**src/rtl/frame_scanner.sv**
```systemverilog
// frame_scanner: ingress parse stage ahead of the request buffer.
// Forwards the 16-bit word stream with one cycle of latency. Each forwarded
// beat carries the frame scan status, the drop decision and the destination
// port. Saturating counters track completed and dropped frames.
module frame_scanner #(
  parameter int HEADER_WORDS    = 7,
  parameter int DEST_WIDTH      = 2,
  parameter int MAX_FRAME_WORDS = 759,
  parameter int CTR_WIDTH       = 11
) (
  input  logic                  clk,
  input  logic                  reset,
  input  logic                  in_valid,
  input  logic [15:0]           in_data,
  input  logic                  in_last,
  input  logic                  cfg_drop_en,
  input  logic [15:0]           cfg_drop_ethertype,
  input  logic                  almost_full,
  output logic                  out_valid,
  output logic [15:0]           out_data,
  output logic                  out_last,
  output logic                  scan_frame,
  output logic                  scan_payload,
  output logic                  frame_drop,
  output logic [DEST_WIDTH-1:0] frame_dest,
  output logic [15:0]           frames_seen,
  output logic [15:0]           frames_dropped
);

  typedef enum logic [1:0] {
    IDLE    = 2'd0,
    HEADER  = 2'd1,
    PAYLOAD = 2'd2,
    DISCARD = 2'd3
  } state_t;

  // Word positions inside the header that carry parse information.
  localparam logic [CTR_WIDTH-1:0] IDX_SAT  = '1;
  localparam logic [CTR_WIDTH-1:0] HDR_LEN  = CTR_WIDTH'(HEADER_WORDS);
  localparam logic [CTR_WIDTH-1:0] DEST_IDX = CTR_WIDTH'(2);
  localparam logic [CTR_WIDTH-1:0] ETH_IDX  = CTR_WIDTH'(HEADER_WORDS - 1);
  localparam logic [CTR_WIDTH-1:0] OVER_IDX = CTR_WIDTH'(MAX_FRAME_WORDS);
  localparam logic [15:0]          CNT_SAT  = 16'hFFFF;

  state_t                  state_q;
  state_t                  state_nxt;
  logic [CTR_WIDTH-1:0]    idx_q;
  logic [CTR_WIDTH-1:0]    idx_inc;
  logic [DEST_WIDTH-1:0]   dest_q;
  logic [DEST_WIDTH-1:0]   dest_nxt;
  logic                    eth_q;
  logic                    eth_nxt;
  logic                    over_q;
  logic                    over_nxt;
  logic                    beat_discard;
  logic                    beat_drop;
  logic [DEST_WIDTH-1:0]   beat_dest;

  // Per-beat parse decision: status to register for the current input word.
  always_comb begin
    // NOTE: every signal gets a default first so no path leaves it unassigned (no latch).
    state_nxt    = state_q;
    dest_nxt     = dest_q;
    eth_nxt      = eth_q;
    over_nxt     = over_q;
    beat_drop    = 1'b0;
    beat_dest    = '0;
    idx_inc      = (idx_q == IDX_SAT) ? idx_q : idx_q + 1'b1;

    // almost_full only matters on the first word of a frame.
    beat_discard = (state_q == DISCARD) || ((state_q == IDLE) && almost_full);

    if (idx_q == DEST_IDX) begin
      dest_nxt = in_data[DEST_WIDTH-1:0];
    end
    if ((idx_q == ETH_IDX) && cfg_drop_en && (in_data == cfg_drop_ethertype)) begin
      eth_nxt = 1'b1;
    end
    if (idx_q == OVER_IDX) begin
      over_nxt = 1'b1;
    end

    if (beat_discard) begin
      beat_drop = 1'b1;
      beat_dest = '0;
    end else if (idx_q < HDR_LEN) begin
      // Header words show no verdict yet; a last word here makes a runt.
      beat_drop = in_last;
      beat_dest = '0;
    end else begin
      beat_drop = eth_nxt | over_nxt;
      beat_dest = dest_nxt;
    end

    if (in_last) begin
      state_nxt = IDLE;
    end else if (beat_discard) begin
      state_nxt = DISCARD;
    end else if (idx_q >= HDR_LEN) begin
      state_nxt = PAYLOAD;
    end else begin
      state_nxt = HEADER;
    end
  end

  // Frame state, registered outputs and statistics.
  always_ff @(posedge clk) begin
    if (reset) begin
      // NOTE: sequential state uses non-blocking assignments so all registers update together.
      state_q        <= IDLE;
      idx_q          <= '0;
      dest_q         <= '0;
      eth_q          <= 1'b0;
      over_q         <= 1'b0;
      out_valid      <= 1'b0;
      out_data       <= '0;
      out_last       <= 1'b0;
      scan_frame     <= 1'b0;
      scan_payload   <= 1'b0;
      frame_drop     <= 1'b0;
      frame_dest     <= '0;
      frames_seen    <= '0;
      frames_dropped <= '0;
    end else begin
      out_valid <= in_valid;
      out_data  <= in_data;
      out_last  <= in_valid & in_last;

      if (in_valid) begin
        scan_frame   <= 1'b1;
        scan_payload <= (idx_q >= HDR_LEN);
        frame_drop   <= beat_drop;
        frame_dest   <= beat_dest;
        state_q      <= state_nxt;

        if (in_last) begin
          // Frame ends: count it and clear per-frame state for the next one.
          idx_q  <= '0;
          dest_q <= '0;
          eth_q  <= 1'b0;
          over_q <= 1'b0;
          if (frames_seen != CNT_SAT) begin
            frames_seen <= frames_seen + 16'd1;
          end
          if (beat_drop && (frames_dropped != CNT_SAT)) begin
            frames_dropped <= frames_dropped + 16'd1;
          end
        end else begin
          idx_q  <= idx_inc;
          dest_q <= dest_nxt;
          eth_q  <= eth_nxt;
          over_q <= over_nxt;
        end
      end else if (state_q == IDLE) begin
        // Between frames the status drops; inside a frame it holds across gaps.
        scan_frame   <= 1'b0;
        scan_payload <= 1'b0;
        frame_drop   <= 1'b0;
        frame_dest   <= '0;
      end
    end
  end

endmodule

```
**config.mk**
```make
export PLATFORM = sky130hd
export DESIGN_NAME = frame_scanner
export DESIGN_NICKNAME = d
export VERILOG_FILES = /design/src/rtl/frame_scanner.sv
export SDC_FILE = /design/constraint.sdc
export NUM_CORES = 1
export LEC_CHECK = 0
export BUFFER_PORTS_ARGS = -buffer_cell sky130_fd_sc_hd__buf_4
export CAP_MARGIN = 20
export CORE_ASPECT_RATIO = 1.2
export CORE_MARGIN = 8
export CORE_UTILIZATION = 50
export CTS_BUF_LIST = sky130_fd_sc_hd__clkbuf_16
export DETAILED_ROUTE_END_ITERATION = 10
export PLACE_DENSITY = 0.83
export SLEW_MARGIN = 5
export SYNTH_ARGS = -nofsm -noshare
export SYNTH_HDL_FRONTEND = slang
export SYNTH_SLANG_ARGS = --single-unit
```
**constraint.sdc**
```tcl
create_clock -name clk -period 2.8 [get_ports clk]
set_input_delay 0.14 -clock clk [delete_from_list [all_inputs] [get_ports clk]]
set_output_delay 0.14 -clock clk [all_outputs]
set_load 0.005 [all_outputs]
```
**Yosys cells after proc, flatten, opt, wreduce, memory -nomap -nowiden**

Index checks and enable logic that the tools add are counted.

- Flip-flop bits (word level): 72
- Output and inout port bits: 55
- Input bits: 38
- Logic and storage cells: 61

- Order comparisons: 2
- Equal/unequal tests: 9
- $add $sub $neg: 3
- Bitwise operators: 2
- Reductions and logical operators: 10
- Mux-type cells: 21

Operator list:

| cell | number |
|---|---|
| $add A16 B1 Y16 const B | 2 |
| $ne A16 B16 Y1 const B | 2 |
| $mux W11 | 2 |
| $mux W2 | 9 |
| $eq A16 B16 Y1 | 1 |
| $add A11 B1 Y11 const B | 1 |
| $eq A11 B10 Y1 const B | 1 |
| $eq A11 B11 Y1 const B | 1 |
| $eq A11 B2 Y1 const B | 1 |
| $eq A11 B3 Y1 const B | 1 |
| $ge A11 B3 Y1 const B | 1 |
| $lt A11 B3 Y1 const B | 1 |
| $mux W1 | 10 |
| $reduce_and A3 Y1 | 2 |
| $logic_and A1 B1 Y1 | 4 |
| $eq A2 B2 Y1 const B | 1 |
| $logic_not A2 Y1 | 1 |
| $ne A2 B2 Y1 const B | 1 |
| $reduce_and A2 Y1 | 1 |
| $reduce_bool A2 Y1 | 1 |
| $and A1 B1 Y1 | 1 |
| $logic_or A1 B1 Y1 | 1 |
| $or A1 B1 Y1 | 1 |

**Depth between registers and ports, before layout**

Gate-level depths: netlist of the first run.

- Depth after elaboration: 9
- Depth in mapped cells: 8
- Depth with buffers taken out: 7

**Worst setup path before layout of the first run**

OpenSTA, ideal clock, no wires.

- Kind: reg-to-reg
- From: reg idx_q[10]
- To: reg frames_dropped[10]
- Setup slack: 0.579 ns
- Stages on the path, launching flop included: 8
- Data arrival time: 2.097 ns
- Library setup time: 0.123 ns
- Data required time: 2.677 ns
- Buffers on the path: 1
- Cell sequence: dfxtp_1 > or3_1 > or3_4 > a41oi_2 > a31oi_2 > buf_6 > nor4_4 > mux2_1

- Longest elaborated chain between the ends: 9

RTL lines:

| item | line | RTL |
|---|---|---|
| start: declaration | 47 | `logic [CTR_WIDTH-1:0] idx_q;` |
| start signal: assignment | 149 | `idx_q <= idx_inc;` |
| $eq A11 B3 Y1 | 76 | `if ((idx_q == ETH_IDX) && cfg_drop_en && (in_data == cfg_drop_ethertype)) begin` |
| $logic_and A1 B1 Y1 (2 in series) | 76 |  |
| $mux W1 | 76 |  |
| $or A1 B1 Y1 | 91 | `beat_drop = eth_nxt \| over_nxt;` |
| $mux W1 * | 86 | `end else if (idx_q < HDR_LEN) begin` |
| $mux W1 * | 83 | `if (beat_discard) begin` |
| $logic_and A1 B1 Y1 * | 145 | `if (beat_drop && (frames_dropped != CNT_SAT)) begin` |
| $reduce_and A3 Y1 (no source line) * | n/a |  |
| end signal: assignment | 146 | `frames_dropped <= frames_dropped + 16'd1;` |
| end: declaration | 27 | `output logic [15:0] frames_dropped` |

Every way passes the cells marked *; elsewhere a longest branch is shown, timed or not.
A chain may end at the register's enable or synchronous reset.

**Worst setup path in the final report of the first run**

- From: reg idx_q[10]
- To: reg frames_dropped[3]

Same word-level chain as after synthesis.

==> summary.md, run 1 <==
| Metric | Value |
|---|---|
| Worst VDD drop | 524 uV |
| Final-report hold violation count | 0 |
| Wirelength per Cell | 15.5 um |
| Final Slew Violations | 0 |
| Vias in the first global route | 3,067 |
| TritonCTS clock tree | done |
| Drc violations | 0 |
| Area Growth Syn to Fin | 31.7% |
| Worst skew pair latency | around 0.33 ns |
| TritonCTS Sinks | 72 |
| Layout cells sized above 1 | 0.251 |
| H-tree Lvls | 3 |
| Initial antenna violation count | 0 |
| Root Buffer | clkbuf_16 |
| CP Capture Type | flop |
| Initial drt markers | a little over 100 |
| Site Rows | 32 |
| LEAKAGE | roughly 1.8 nW |
| Area contributors post-synth | dfxtp_1 (43%), xnor2_1 (7.1%), nor2_1 (5.8%), nor2b_1 (4.3%), nand3_1 (3.1%) |
| TNS Setup | 0 ns |
| Die footprint | 9550 sq um |
| Diode count | 0 |
| Largest family of logic cells by synthesized area | simple AND/OR/NAND/NOR gates |
| Worst-path clk slew | around 0.060 ns |
| Post-CTS Repair Setup Buffers | 0 |
| Pwr per Cell Area | 548 nW/um^2 |
| Synth area leader | dfxtp_1 |
| # fillers | around 530 |
| Mapped Cells | 384 |
| Pin count of the biggest net entering global routing | 65 |
| Post-Place Cells | 549 |
| Fin crit share | 0.911 |
| Chip width | a little over 90 um |
| Ys flop type | dfxtp_1 |
| TritonCTS Buffers | 9 |
| Cts hold-fix bufs | 0 |
| Compound-Gate Fraction of Synth Area | 0.105 |
| Multiplexer area fraction after synthesis | 0.0326 |
| Worst Hold Class | in2reg |
| Peak fanout along the critical path | 15 |
| Critical path launch point type | flop |
| Post-layout power | 0.00241 W |
| Final Critical Period | around 2.6 ns |
| Worst Tran Pin Value | 0.856 ns |
| Simple-gate share of the synthesized area | 0.286 |
| Total of max-cap violations | 0 |
| Yosys cell types | 46 |
| Syn avg cell area | ~8.7 sq um |
| Fin nets | just over 500 |
| Post-DRT Antenna Nets | 0 |
| Vias/cell | between 5 and 6 |
| Critical Path RT | 3.02 ns |
| Commonest cells after routing, fill and taps aside | buf_4 (96), dfxtp_1 (72), nor2_1 (52) |
| Fmax | a little under 400 MHz |
| Total wire length | 8750 um |
| Post-synthesis sequential area ratio | 0.432 |
| Area share of the largest cell type after synthesis | 0.432 |
| Total grt overflow | 0 |
| WP data arrival | between 2 and 3 ns |
| Status | finished clean |
| EDFF count, synth | 0 |
| Slew margin rel. | 0.426 |
| All-Layer GR Usage | 0.183 |
| I/O Buffers | 92 |
| Layout Cells excl Fill | around 560 |
| FF+latch area | 1440 sq um |
| CP Class | reg2reg |
| RSZ-0062 raised after global routing | false |
| Async SR Flop Fraction | 0 |
| Via count | roughly 3,100 |
| Starting Density | 0.518 |
| XOR/XNOR Fraction of Synth Area | 0.0945 |
| I/O pin total | slightly above 90 |
| RePlAce Congestion | 0.933 |
| Post-cts sizing count | 0 |
| Skew final | 0.00655 ns |
| Synthesized Nets | ~430 |
| Post-synthesis adder-cell area fraction | 0.0150 |
| Vert. Die Dim | between 100 and 150 um |
| Commonest non-fill, non-tap cell in the layout | buf_4 |
| Area of the multi-input gates | between 1500 and 2000 sq um |
| Synthesized cell area | about 3300 sq um |
| Maximum clock insertion buffer count | 2 |
| Final Setup Violations | 0 |
| Final hold slack | 0.0393 ns |
| Post-DP HPWL | about 6300 um |
| Seq cells post-synth | 72 |
| First-pass GRT wire length | roughly 15,000 um |
| Syn. warnings | 0 |
| Drt pass-1 iters | 4 |
| Core area | roughly 6400 sq um |
through the flow:
step | util | worst slack (ns) | cell area [sq um]
detailed placement | 0.635 | 0.335 | 4090
finish | 0.682 | 0.250 | 4400
floorplan | - | 0.579 | 3340
global route | 0.682 | 0.0727 | 4400
CTS | 0.682 | 0.290 | 4400
global placement | 0.635 | 0.404 | 4090
power by group:
part / internal, W / switching [W] / leakage [nW]
Combinational: 0.0000933 / 0.0000847 / 1.01
Clock: 0.000763 / 0.000411 / 0.152
Sequential: 0.00105 / 0.0000116 / 0.586
kinds of logic after synthesis:
family | after synthesis
AO/OA/AOI/OAI | 52
XOR/XNOR | 36
adder cells (fa/ha/maj) | 4
buffers and inverters | 29
flip-flops | 72
multiplexers | 10
AND/OR/NAND/NOR | 181
registers in the layout (all words and copies together) (netlist names), 2 cells and up:
name	count
dest_q	2
frame_dest	2
frames_dropped	16
frames_seen	16
idx_q	11
out_data	16
state_q	2
final cells by class:
cell class / instances / area share
clock buffer: 9 / 0.0512
clock inverter: 6 / 0.0174
inverter: 13 / 0.0111
multi-input combinational: 283 / 0.404
sequential: 72 / 0.328
tap: 85 / 0.0242
timing repair buffer: 96 / 0.164
final timing paths:
check                     start  cells past startpoint  slack [ns]                 to
hold / removal      in_data[14]                      2        0.04       out_data[14]
setup reg to reg      idx_q[10]                      6        0.25  frames_dropped[3]
hold reg to reg   frame_dest[0]                      2        0.46      frame_dest[0]
setup / recovery      idx_q[10]                      6        0.25  frames_dropped[3]
cells in the mapped netlist, types with 10 or more instances:
library cell	number
nand3_1	21
nor2b_1	23
dfxtp_1	72
inv_1	13
nor3_1	14
nand4_1	13
nand2_1	25
xnor2_1	27
clkbuf_1	10
nor2_1	52
a21oi_1	17
routing by layer:
layer | routed length, um | track usage
met1 | 3520 | 0.201
met4 | 139 | 0.0763
met3 | 574 | 0.0490
met5 | 0 | 0
met2 | 4510 | 0.325
worst max-delay path: stages, from the launching register on:
cell     delay, ns
dfxtp_1       0.33
nor3_1        0.31
and3_1        0.26
nor4b_2       0.35
a31oi_2       0.36
nor4b_1       0.45
mux2_2        0.37
Power figures use the tool's default switching activity.
==> run 2, diff against run 1 <==
- HOLD_SLACK_MARGIN: default -> 0.06
==> run 2 against run 1 <==
  * Routed wire length up 4.4%
  * Combinational power up 8%
  * Clock skew down 0.00060 ns
  * Design area up 2.5%
  * First-iteration DRC count up 24%
  * Sequential cell count unchanged
  * Maximum frequency down 0.29%
  * Worst hold slack better by 0.027 ns
  * Sequential power about the same
  * Largest cell class unchanged
==> summary.md, run 2 (synthesis gave the netlist of run 1 again) <==
| Metric | Value |
|---|---|
| Critical path launch point type | primary input |
| Post-CTS Repair Setup Buffers | 0 |
| First-pass GRT wire length | between 15,000 and 20,000 um |
| H-tree Lvls | 3 |
| Vias in the first global route | 3,177 |
| Commonest non-fill, non-tap cell in the layout | buf_4 |
| Initial drt markers | roughly 130 |
| Met3 Wirelength | 505 um |
| Die footprint | approximately 9600 sq um |
| Pin count of the biggest net entering global routing | 65 |
| Maximum clock insertion buffer count | 2 |
| Top layer in use | met4 |
| Post-DP HPWL | ~6300 um |
| Wire length on met1 | approximately 3600 um |
| Met2 wire length | around 4800 um |
| Diode count | 0 |
| FF-to-FF path depth | 6 |
| Total of max-cap violations | 0 |
| # fillers | between 500 and 600 |
| CP Capture Type | flop |
| Area Growth Syn to Fin | 35.0% |
| Final-report hold violation count | 0 |
| Worst Hold Class | in2reg |
| Worst Tran Pin Value | roughly 0.85 ns |
| I/O Buffers | 92 |
| Drt pass-1 iters | 4 |
| All-Layer GR Usage | 0.192 |
| RSZ-0062 raised after global routing | false |
| TritonCTS clock tree | done |
| Worst skew pair latency | roughly 0.33 ns |
| Regs by FF count | frames_dropped x16, frames_seen x16, out_data x16 |
| Final hold slack | between 0.06 and 0.07 ns |
| LEAKAGE | 1.80 nW |
| Site Rows | 32 |
| Chip width | between 90 and 100 um |
| Total wire length | 9130 um |
| CP Class | in2reg |
| Wirelength per Cell | roughly 16 um |
| Commonest cells after routing, fill and taps aside | buf_4 (96), dfxtp_1 (72), nor2_1 (52) |
| Post-DRT Antenna Nets | 0 |
| TNS Setup | 0 ns |
| Status | finished clean |
| I/O pin total | 93 |
| Initial antenna violation count | 0 |
| Final Slew Violations | 0 |
| Starting Density | 0.518 |
| Post-layout power | 0.00242 W |
| Vias/cell | about 5.5 |
| Critical Path RT | between 3 and 4 ns |
| Via count | approximately 3,200 |
| Worst-path clk slew | about 0.060 ns |
| Pwr per Cell Area | between 500 and 600 nW/um^2 |
| Vert. Die Dim | ~110 um |
| Final Setup Violations | 0 |
| Final Critical Period | between 2 and 3 ns |
| Peak fanout along the critical path | 15 |
| Core area | ~6400 sq um |
| Slew margin rel. | 0.428 |
| Fmax | 391 MHz |
| Worst VDD drop | ~520 uV |
| Min-Delay Path Depth | 2 |
| Skew final | between 0.005 and 0.006 ns |
| RePlAce Congestion | ~0.93 |
| Drc violations | 0 |
| Fin crit share | 0.913 |
| WP data arrival | between 2 and 3 ns |
| Root Buffer | clkbuf_16 |
| Fin nets | approximately 530 |
| Layout cells sized above 1 | 0.245 |
| TritonCTS Sinks | 72 |
| TritonCTS Buffers | 9 |
| Total grt overflow | 0 |
==> run 2: cell count changes in the layout (fill, tap and decap cells not counted) <==
| cell | previous run | this run |
|---|---|---|
| dlygate4sd3_1 | 0 | 11 |
==> run 2: worst max-delay path, stage by stage <==
cell and delay, ns:
dlygate4sd3_1 0.55, buf_4 0.15, xnor2_1 0.16, nand3_1 0.12, nor3_1 0.43, a31oi_2 0.39
nor4b_1 0.45, mux2_2 0.37
==> run 2: metal layers <==
metal / GRT usage / vias up
met5: 0 / -
met1: 0.206 / 1501
met2: 0.342 / 92
met4: 0.0918 / 0
met3: 0.0511 / 16
li1: - / 1546
==> run 2: area by class of cell <==
class / count / area [sq um] / area share
clock buffers: 9 / 225 / 0.0500
clock inverters: 6 / 76.3 / 0.0169
flip-flops and latches: 72 / 1440 / 0.320
multi-input cells: 283 / 1780 / 0.394
repair buffers: 107 / 831 / 0.184
inverters: 13 / 48.8 / 0.0108
well taps: 85 / 106 / 0.0236
==> run 2: path summary, 6_finish.rpt <==
kind	startpoint	endpoint	slack, ns
max	in_data[11]	frames_dropped[3]	0.24
min	in_data[10]	out_data[10]	0.07
max reg2reg	idx_q[10]	frames_dropped[3]	0.25
min reg2reg	frame_dest[0]	frame_dest[0]	0.46
==> run 2: report_power, final <==
part	internal [W]	switching (W)
Clock	0.000763	0.000404
Sequential	0.00105	0.0000120
Combinational	0.000103	0.0000897
Total	0.00191	0.000506
==> run 2: metrics by stage <==
stage | cells | instance area [sq um] | utilization | worst slack (ns)
floorplan | 384 | 3340 | - | 0.579
global placement | 549 | 4090 | 0.635 | 0.404
detailed placement | 549 | 4090 | 0.635 | 0.335
CTS | 575 | 4510 | 0.699 | 0.273
global route | 575 | 4510 | 0.699 | 0.0727
finish | 575 | 4510 | 0.699 | 0.242
==> run 2: repair_timing <==
action,CTS,global route
hold buffers,11,0
gates resized for setup,0,0
endpoints found under the hold margin,11,0
